$ cat src/rtl/ml_buf_pkg.sv
// ml_buf_pkg
//   Shared types and default constants for the ping-pong input buffer.
//   - wr_state_t : writer FSM state encoding
//   - DEF_*      : default widths / frame length used as module parameter defaults
//   - NUM_BANKS  : number of buffer banks (ping-pong)
package ml_buf_pkg;

    localparam int DEF_DATA_WIDTH = 16;
    localparam int DEF_ADDR_WIDTH = 10;
    localparam int DEF_FRAME_LEN  = 784;
    localparam int DEF_CNT_WIDTH  = 16;
    localparam int NUM_BANKS      = 2;

    typedef enum logic [1:0] {
        IDLE  = 2'd0,
        FILL  = 2'd1,
        DRAIN = 2'd2
    } wr_state_t;

endpackage

$ cat src/rtl/ibw_bank_status.sv
// ibw_bank_status
//   Per-bank "holds a complete frame" flags for the input buffer.
//   Ports:
//     clk, rst_n   : clock, async active-low reset
//     set_pulse    : one-cycle request to mark set_bank as ready
//     set_bank     : bank selected by set_pulse
//     rel_vec      : per-bank release pulses from the reader
//     frame_ready  : per-bank ready flags
module ibw_bank_status
    import ml_buf_pkg::*;
(
    input  logic                 clk,
    input  logic                 rst_n,
    input  logic                 set_pulse,
    input  logic                 set_bank,
    input  logic [NUM_BANKS-1:0] rel_vec,
    output logic [NUM_BANKS-1:0] frame_ready
);

    logic [NUM_BANKS-1:0] set_vec;

    always_comb begin
        set_vec           = '0;
        set_vec[set_bank] = set_pulse;
    end

    // Release is applied before set so that a release of a bank that is not
    // ready can never cancel a set arriving in the same cycle.
    always_ff @(posedge clk or negedge rst_n) begin
        if (!rst_n) begin
            frame_ready <= '0;
        end else begin
            frame_ready <= (frame_ready & ~rel_vec) | set_vec;
        end
    end

endmodule

$ cat src/rtl/input_buffer_writer.sv
// input_buffer_writer
//   Write-side controller of the ping-pong input buffer. Takes a valid/ready
//   sample stream and writes each frame into the free bank, then flags the
//   bank ready until the reader releases it.
//   Ports:
//     clk, rst_n          : clock, async active-low reset
//     s_valid/s_data/s_last/s_ready : loader sample stream
//     wr_en/wr_bank/wr_addr/wr_data : buffer RAM write port (one cycle after the beat)
//     frame_ready         : per-bank complete-frame flags
//     frame_release       : per-bank consumed pulses from the reader
//     frame_err           : one-cycle pulse on a short or long frame
//     frame_count         : committed frames, wrapping
//
//   state | meaning
//   ------+-------------------------------------------------------------
//   IDLE  | waiting for the fill bank to be free; s_ready low
//   FILL  | writing samples of the current frame into the fill bank
//   DRAIN | frame was too long: swallow samples up to s_last, no writes
module input_buffer_writer
    import ml_buf_pkg::*;
#(
    parameter int DATA_WIDTH = DEF_DATA_WIDTH,
    parameter int ADDR_WIDTH = DEF_ADDR_WIDTH,
    parameter int FRAME_LEN  = DEF_FRAME_LEN,
    parameter int CNT_WIDTH  = DEF_CNT_WIDTH
)(
    input  logic                  clk,
    input  logic                  rst_n,
    input  logic                  s_valid,
    input  logic [DATA_WIDTH-1:0] s_data,
    input  logic                  s_last,
    output logic                  s_ready,
    output logic                  wr_en,
    output logic                  wr_bank,
    output logic [ADDR_WIDTH-1:0] wr_addr,
    output logic [DATA_WIDTH-1:0] wr_data,
    output logic [1:0]            frame_ready,
    input  logic [1:0]            frame_release,
    output logic                  frame_err,
    output logic [CNT_WIDTH-1:0]  frame_count
);

    localparam logic [ADDR_WIDTH-1:0] LAST_IDX = ADDR_WIDTH'(FRAME_LEN - 1);

    wr_state_t             state;
    wr_state_t             state_nxt;
    logic [ADDR_WIDTH-1:0] idx;
    logic                  fill_bank;
    logic                  beat;
    logic                  fill_beat;
    logic                  at_last;
    logic                  commit_d1;
    logic                  set_pulse;
    logic                  set_bank;

    assign beat      = s_valid && s_ready;
    assign fill_beat = beat && (state == FILL);
    assign at_last   = (idx == LAST_IDX);

    always_ff @(posedge clk or negedge rst_n) begin
        if (!rst_n) begin
            state <= IDLE;
        end else begin
            state <= state_nxt;
        end
    end

    always_comb begin
        state_nxt = state;
        case (state)
            IDLE: begin
                if (!frame_ready[fill_bank]) state_nxt = FILL;
            end
            FILL: begin
                if (beat) begin
                    if (s_last)       state_nxt = IDLE;
                    else if (at_last) state_nxt = DRAIN;
                end
            end
            DRAIN: begin
                if (beat && s_last) state_nxt = IDLE;
            end
            default: state_nxt = IDLE;
        endcase
    end

    always_comb begin
        s_ready = (state == FILL) || (state == DRAIN);
    end

    // Commit is delayed two edges after the final beat: one edge for the
    // write itself to reach the RAM, one more so the ready flag rises only
    // after that write has landed. wr_bank still names the committed bank
    // in the cycle commit_d1 is high.
    always_ff @(posedge clk or negedge rst_n) begin
        if (!rst_n) begin
            wr_en       <= 1'b0;
            wr_bank     <= 1'b0;
            wr_addr     <= '0;
            wr_data     <= '0;
            frame_err   <= 1'b0;
            commit_d1   <= 1'b0;
            set_pulse   <= 1'b0;
            set_bank    <= 1'b0;
            idx         <= '0;
            fill_bank   <= 1'b0;
            frame_count <= '0;
        end else begin
            wr_en     <= fill_beat;
            // Short frame: s_last before the final offset. Long frame: final
            // offset reached without s_last. Either way the two disagree.
            frame_err <= fill_beat && (s_last != at_last);
            commit_d1 <= fill_beat && at_last;
            set_pulse <= commit_d1;
            set_bank  <= wr_bank;

            if (fill_beat) begin
                wr_bank <= fill_bank;
                wr_addr <= idx;
                wr_data <= s_data;
                if (at_last) begin
                    fill_bank <= ~fill_bank;
                    idx       <= '0;
                end else if (s_last) begin
                    idx <= '0;
                end else begin
                    idx <= idx + 1'b1;
                end
            end

            if (set_pulse) begin
                frame_count <= frame_count + 1'b1;
            end
        end
    end

    ibw_bank_status u_bank_status (
        .clk         (clk),
        .rst_n       (rst_n),
        .set_pulse   (set_pulse),
        .set_bank    (set_bank),
        .rel_vec     (frame_release),
        .frame_ready (frame_ready)
    );

endmodule
$ cat config.mk
export PLATFORM = sky130hd
export DESIGN_NAME = input_buffer_writer
export DESIGN_NICKNAME = d
export VERILOG_FILES = /design/src/rtl/ml_buf_pkg.sv /design/src/rtl/ibw_bank_status.sv /design/src/rtl/input_buffer_writer.sv
export SDC_FILE = /design/constraint.sdc
export NUM_CORES = 1
export LEC_CHECK = 0
export ABC_AREA = 1
export CAP_MARGIN = 20
export CORE_ASPECT_RATIO = 1.1
export CORE_MARGIN = 2
export CORE_UTILIZATION = 39
export CTS_CLUSTER_DIAMETER = 50
export CTS_CLUSTER_SIZE = 20
export DETAILED_ROUTE_END_ITERATION = 16
export PLACE_DENSITY = 0.66
export SYNTH_ARGS = -nofsm -noshare
export SYNTH_HDL_FRONTEND = slang
export SYNTH_HIERARCHICAL = 1
export SYNTH_SLANG_ARGS = --single-unit
$ cat constraint.sdc
create_clock -name clk -period 1.5 [get_ports clk]
set_input_delay 0.15 -clock clk [delete_from_list [all_inputs] [get_ports clk]]
set_output_delay 0.15 -clock clk [all_outputs]
set_load 0.01 [all_outputs]
Word-level counts from Yosys, hierarchy flattened

Index checks and enable logic that the tools add are counted.
Widths: inputs -> output; s select.

Bits in registers: 63
Bits of input ports: 22
Output and inout bits: 48
Logic and storage cells: 53

$add $sub $neg: 2
Magnitude comparators: 3
Eq/ne operators: 8
Mux-type cells: 12
Bitwise logic cells: 5
Reductions and logical operators: 10

Operators with widths:

| cell                  | count |
|---|---|
| $mux 10               | 2 |
| $add 16x1->16 const B | 1 |
| $add 10x1->10 const B | 1 |
| $eq 10x10->1 const B  | 1 |
| $mux 2                | 5 |
| $logic_and 1x1->1     | 6 |
| $ne 2x2->1 const B    | 3 |
| $pmux 2 s3            | 1 |
| $and 2x2->2           | 2 |
| $lt 1x2->1 const B    | 2 |
| $reduce_and 4->1      | 1 |
| $mux 1                | 3 |
| $ne 3x3->1 const B    | 1 |
| $eq 2x1->1 const B    | 1 |
| $eq 2x2->1 const B    | 1 |
| $logic_not 2->1       | 1 |
| $not 2->2             | 1 |
| $or 2x2->2            | 1 |
| $reduce_and 2->1      | 1 |
| $demux 1 s1           | 1 |
| $ge 1x1->1 const B    | 1 |
| $logic_or 1x1->1      | 1 |
| $ne 1x1->1            | 1 |
| $not 1->1             | 1 |

Longest topological paths before layout

Word-level depth: 6
Gate-level depth with buffers: 9
Mapped depth without buffers: 9

By module

Netlist, hierarchy kept.

Modules (own cells, without submodules):

| module              | times used | cells an instance | area an instance (um^2) | sequential area each (um^2) |
|---|---|---|---|---|
| input_buffer_writer | 1          | 320               | 2755.1                  | 1526.5 |
| ibw_bank_status     | 1          | 11                | 83.8                    | 50.0 |

Least setup slack after synthesis

No wires, ideal clock.

Kind: flip-flop to flip-flop
From: register idx[4]
To: register state[0]
Library setup time: 0.117 ns
Data arrival time: 1.410 ns
Required time: 1.383 ns
Path slack: -0.027 ns
Stages on the path, launching flop included: 10
Path buffers: 0
Clock period less this slack: 1.527 ns
Cell sequence: dfrtp_1 nor2_1 nand3_1 nor2_1 nand4_1 ha_1 o21ai_0 nand3_1 nand2_1 nand2_1

Cells in the longest elaborated chain, start to end: 3

RTL lines:

| what                              | line                       | source |
|---|---|---|
| start, declared                   | input_buffer_writer.sv:47  | `logic [ADDR_WIDTH-1:0] idx;` |
| start signal, assigned            | input_buffer_writer.sv:127 | `idx <= idx + 1'b1;` |
| $eq 10x10->1                      | input_buffer_writer.sv:58  | `assign at_last = (idx == LAST_IDX);` |
| $ne 3x3->1 (no source line)       | -                          |  |
| $reduce_and 4->1 (no source line) | -                          |  |
| end signal, assigned              | input_buffer_writer.sv:64  | `state <= state_nxt;` |
| end, declared                     | input_buffer_writer.sv:45  | `wr_state_t state;` |

No other way between the ends.
A chain may end at the register's enable or synchronous reset.

Worst setup path in the final report

From: register idx[6]
To: register state[0]

The elaborated chain is that of the path after synthesis.

==> impl_metrics.sql <==
INSERT INTO impl_metrics (metric_group, metric, value, unit) VALUES
('logic_synthesis', 'synth_seq_cells', '63', ''),
('logic_synthesis', 'syn_area_per_cell', '8.58', 'sq um'),
('finish', 'drive_above_1_share', '0.151', ''),
('worst_setup_path', 'cell_type_of_the_slowest_stage_on_the_worst_timing_path', 'sky130_fd_sc_hd__dfrtp_1', ''),
('place', 'place.detailed.hpwl', '4.42', 'mm'),
('worst_setup_path', 'worst_path_largest_cell_delay', '0.38', 'ns'),
('timing', 'min_period', '1.51', 'ns'),
('floorplan', 'ioPinCount', '70', ''),
('worst_hold_path', 'timing.hold.worst.class', 'input pin to flop', ''),
('grt', 'grt_start_max_net_pins', '64', ''),
('logic_synthesis', 'post_synth_instance_area', '2840', 'sq um'),
('drt', 'highest_layer', 'met4', ''),
('finish', 'finish.net_count', '462', ''),
('timing', 'rsz_0062_raised_after_global_routing', 'yes', ''),
('drt', 'drc_errors', '0', ''),
('drt', 'drt-wirelength-per-cell', '11.9', 'microns'),
('logic_synthesis', 'synth_seq_area_share', '0.555', ''),
('timing', 'clock-skew-final', '0.00926', 'ns'),
('clock_tree', 'clk_transition_reported_paths', '0.07', 'ns'),
('place', 'routabilityCongestion', '0.850', ''),
('clock_tree', 'clock_tree_from_tritoncts', 'built', ''),
('logic_synthesis', 'synth.top_cell.area_share', '0.555', ''),
('floorplan', 'std_cell_rows', '32', ''),
('place', 'portBuffers', '69', ''),
('clock_tree', 'ctsRootBufferMaster', 'sky130_fd_sc_hd__clkbuf_8', ''),
('worst_setup_path', 'cp-start-kind', 'flop', ''),
('finish', 'layout.filler_cells', '629', ''),
('timing', 'whs', '0.339', 'ns'),
('logic_synthesis', 'synthCells', '331', ''),
('timing', 'max_slew_margin', '0.776', ''),
('clock_tree', 'clock_sinks', '63', ''),
('job', 'drv_cap', '0', ''),
('clock_tree', 'insertion_delay', '0.34', 'ns'),
('drt', 'routed_via_density', '4.63', ''),
('drt', 'wl', '6.25', 'mm'),
('drt', 'met3_wire_length', '320', 'microns'),
('timing', 'fmaxAchievable', '0.663', 'GHz'),
('grt', 'globalRouteOverflowTotal', '0', ''),
('floorplan', 'floorplan.initialDensity', '0.403', ''),
('floorplan', 'die_width', '85.4', 'microns'),
('worst_setup_path', 'critical_path_peak_fanout', '3', ''),
('timing', 'hold_viol_final', '0', ''),
('logic_synthesis', 'yosysWarningCount', '6', ''),
('power', 'post-layout-total-power', '0.00579', 'W'),
('drt', 'initialDrtViolationCount', '72', ''),
('worst_setup_path', 'timing.critical_path.cells', 'inv_1 -> nand2_1 -> nor2_1 -> nand4_1 -> ha_2 -> o21ai_2 -> nand3_1 -> nand2_1 -> nand2_1', ''),
('logic_synthesis', 'synth.largest_area_cell', 'sky130_fd_sc_hd__dfrtp_1', ''),
('grt', 'grt_antenna_before_repair', '0', ''),
('logic_synthesis', 'synth_fp_nets', '360', ''),
('clock_tree', 'cts_max_path_buffers', '2', ''),
('power', 'peakVddDrop', '0.856', 'mV'),
('drt', 'wl_met2', '3.16', 'mm'),
('finish', 'syn2layout_area_growth', '44.9', '%'),
('worst_setup_path', 'timing.critical_path.mode_cell', 'sky130_fd_sc_hd__nand2_1', ''),
('timing', 'setup_viol_count_final', '2', ''),
('clock_tree', 'htree_num_levels', '3', ''),
('worst_setup_path', 'path_class', 'flop to flop', ''),
('floorplan', 'coreArea', '7050', 'sq um'),
('finish', 'antenna_cells_inserted', '0', ''),
('grt', 'groute.usage.overall', '0.161', ''),
('floorplan', 'floorplan.die.height', '93.5', 'microns'),
('logic_synthesis', 'unique_masters_post_synth', '24', ''),
('drt', 'detail_route.wirelength.met1', '2.73', 'mm'),
('status', 'violated_checks', 'negative setup slack', ''),
('timing', 'max_transition_viols_final', '0', ''),
('status', 'run_status', 'finished with violations', ''),
('timing', 'tightest_slew', '0.336', 'ns'),
('power', 'leakagePower', '2.09', 'nW'),
('worst_setup_path', 'required_worst_endpoint', '1.73', 'ns'),
('worst_setup_path', 'critPathCaptureType', 'flop', ''),
('grt', 'grt_first_pass_wirelength', '10.2', 'mm'),
('worst_setup_path', 'cp.arrival', '1.73', 'ns'),
('drt', 'postRouteAntennaNets', '0', ''),
('timing', 'period_utilization', '1.00', ''),
('grt', 'via_count_of_the_first_global_routing_pass', '2375', ''),
('drt', 'drt_first_pass_iters', '4', ''),
('floorplan', 'floorplan.die_area', '7980', 'sq um'),
('logic_synthesis', 'synth.area.top_cells', 'sky130_fd_sc_hd__dfrtp_1 (56%), sky130_fd_sc_hd__nand2_1 (17%), sky130_fd_sc_hd__inv_1 (4.6%), sky130_fd_sc_hd__nor2_1 (3.4%), sky130_fd_sc_hd__ha_1 (3.1%)', ''),
('power', 'power_density', '1410', 'nW/um^2'),
('timing', 'worst_slack', '-0.00718', 'ns'),
('drt', 'num_vias', '2421', ''),
('clock_tree', 'cts-buffers-inserted', '9', '');
==> path summary, 6_finish.rpt <==
kind / startpoint / endpoint / slack [ns] / depth (start not counted)
max: idx[6] / state[0] / -0.007 / 9
min: s_data[2] / wr_data[2] / 0.34 / 3
max reg2reg: idx[6] / state[0] / -0.007 / 9
min reg2reg: commit_d1 / set_pulse / 0.35 / 0
max in group asynchronous: rst_n / frame_count[2] / 0.85 / 3
min in group asynchronous: rst_n / u_bank_status/frame_ready[1] / 0.36 / 3
==> logic make-up after synthesis <==
| group | synth area share |
|---|---|
| multiplexers | 0.00397 |
| adder cells (fa/ha/maj) | 0.0308 |
| flip-flops | 0.555 |
| XOR/XNOR | 0.0401 |
| buffers and inverters | 0.0582 |
| AO/OA/AOI/OAI | 0.0322 |
| AND/OR/NAND/NOR | 0.279 |
==> where the power goes <==
part | switching, W | leakage (nW) | internal [W]
sequential | 0.000220 | 0.842 | 0.00207
combinational | 0.000998 | 1.15 | 0.00106
clock | 0.000627 | 0.100 | 0.000805
==> metal layers <==
metal	GRT usage	vias up
met5	0	-
met4	0.0542	0
met3	0.0441	4
met2	0.279	65
met1	0.193	1123
li1	-	1229
==> cell usage in the layout, fill, tap and decap left out, drive strengths merged, types with 2 or more instances in the layout <==
master           n
a21oi            2
buf             29
clkbuf          13
clkdlybuf4s50   66
clkinv           3
dfrtp           63
ha               7
inv             34
nand2          131
nand3           14
nand4           10
nor2            29
nor3             3
o21ai           14
xnor2            4
xor2             9
==> area by class of cell <==
cell class	instances	area, sq um	area share
Clock inverter	4	45.0	0.0110
Inverter	35	135	0.0329
Clock buffer	12	145	0.0353
Sequential cell	63	1580	0.384
Multi-Input combinational cell	226	1160	0.282
Tap cell	85	106	0.0259
Timing Repair Buffer	98	942	0.229
==> what timing repair did <==
action / CTS / global route
pin swaps: 1 / 0
hold buffers: 1 / 0
endpoints found under the hold margin: 63 / 0
gates cloned: 0 / 1
gates resized for setup: 7 / 15
endpoints found under the setup margin: 5 / 33
buffers inserted: 1 / 4
==> cells in the mapped netlist, drive strengths merged <==
library cell / count
a21oi: 2
buf: 6
clkbuf: 1
dfrtp: 63
ha: 7
inv: 35
mux2: 1
nand2: 131
nand3: 14
nand4: 10
nor2: 29
nor3: 3
o211ai: 1
o21ai: 14
or2: 1
xnor2: 4
xor2: 9
==> stage by stage <==
| step | TNS [ns] | utilization | area [sq um] | setup WS, ns | instances |
|---|---|---|---|---|---|
| final | -0.0102 | 0.584 | 4110 | -0.00718 | 523 |
| after global routing | -0.243 | 0.584 | 4110 | -0.124 | 523 |
| after CTS | -0.00975 | 0.568 | 4000 | -0.00975 | 518 |
| after detailed placement | -0.0859 | 0.537 | 3790 | -0.0434 | 500 |
| after global placement | -0.00335 | 0.537 | 3790 | -0.00267 | 500 |
| after floorplan | 0 | - | 2840 | 0.0474 | 331 |
==> worst max-delay path, delay by kind of cell, from the launching register on <==
family	cells	cell delay [ns]
adder cells (fa/ha/maj)	1	0.20
AND/OR/NAND/NOR	6	0.58
buffers and inverters	1	0.08
AO/OA/AOI/OAI	1	0.15
flip-flops	1	0.38
==> registers in the layout, indices dropped and copies added (netlist names) <==
| signal | cells |
|---|---|
| frame_count | 16 |
| wr_en | 1 |
| wr_addr | 10 |
| wr_bank | 1 |
| set_bank | 1 |
| commit_d1 | 1 |
| u_bank_status/frame_ready | 2 |
| state | 2 |
| fill_bank | 1 |
| idx | 10 |
| frame_err | 1 |
| set_pulse | 1 |
| wr_data | 16 |
Note: power is estimated with default switching activity, not from simulation.
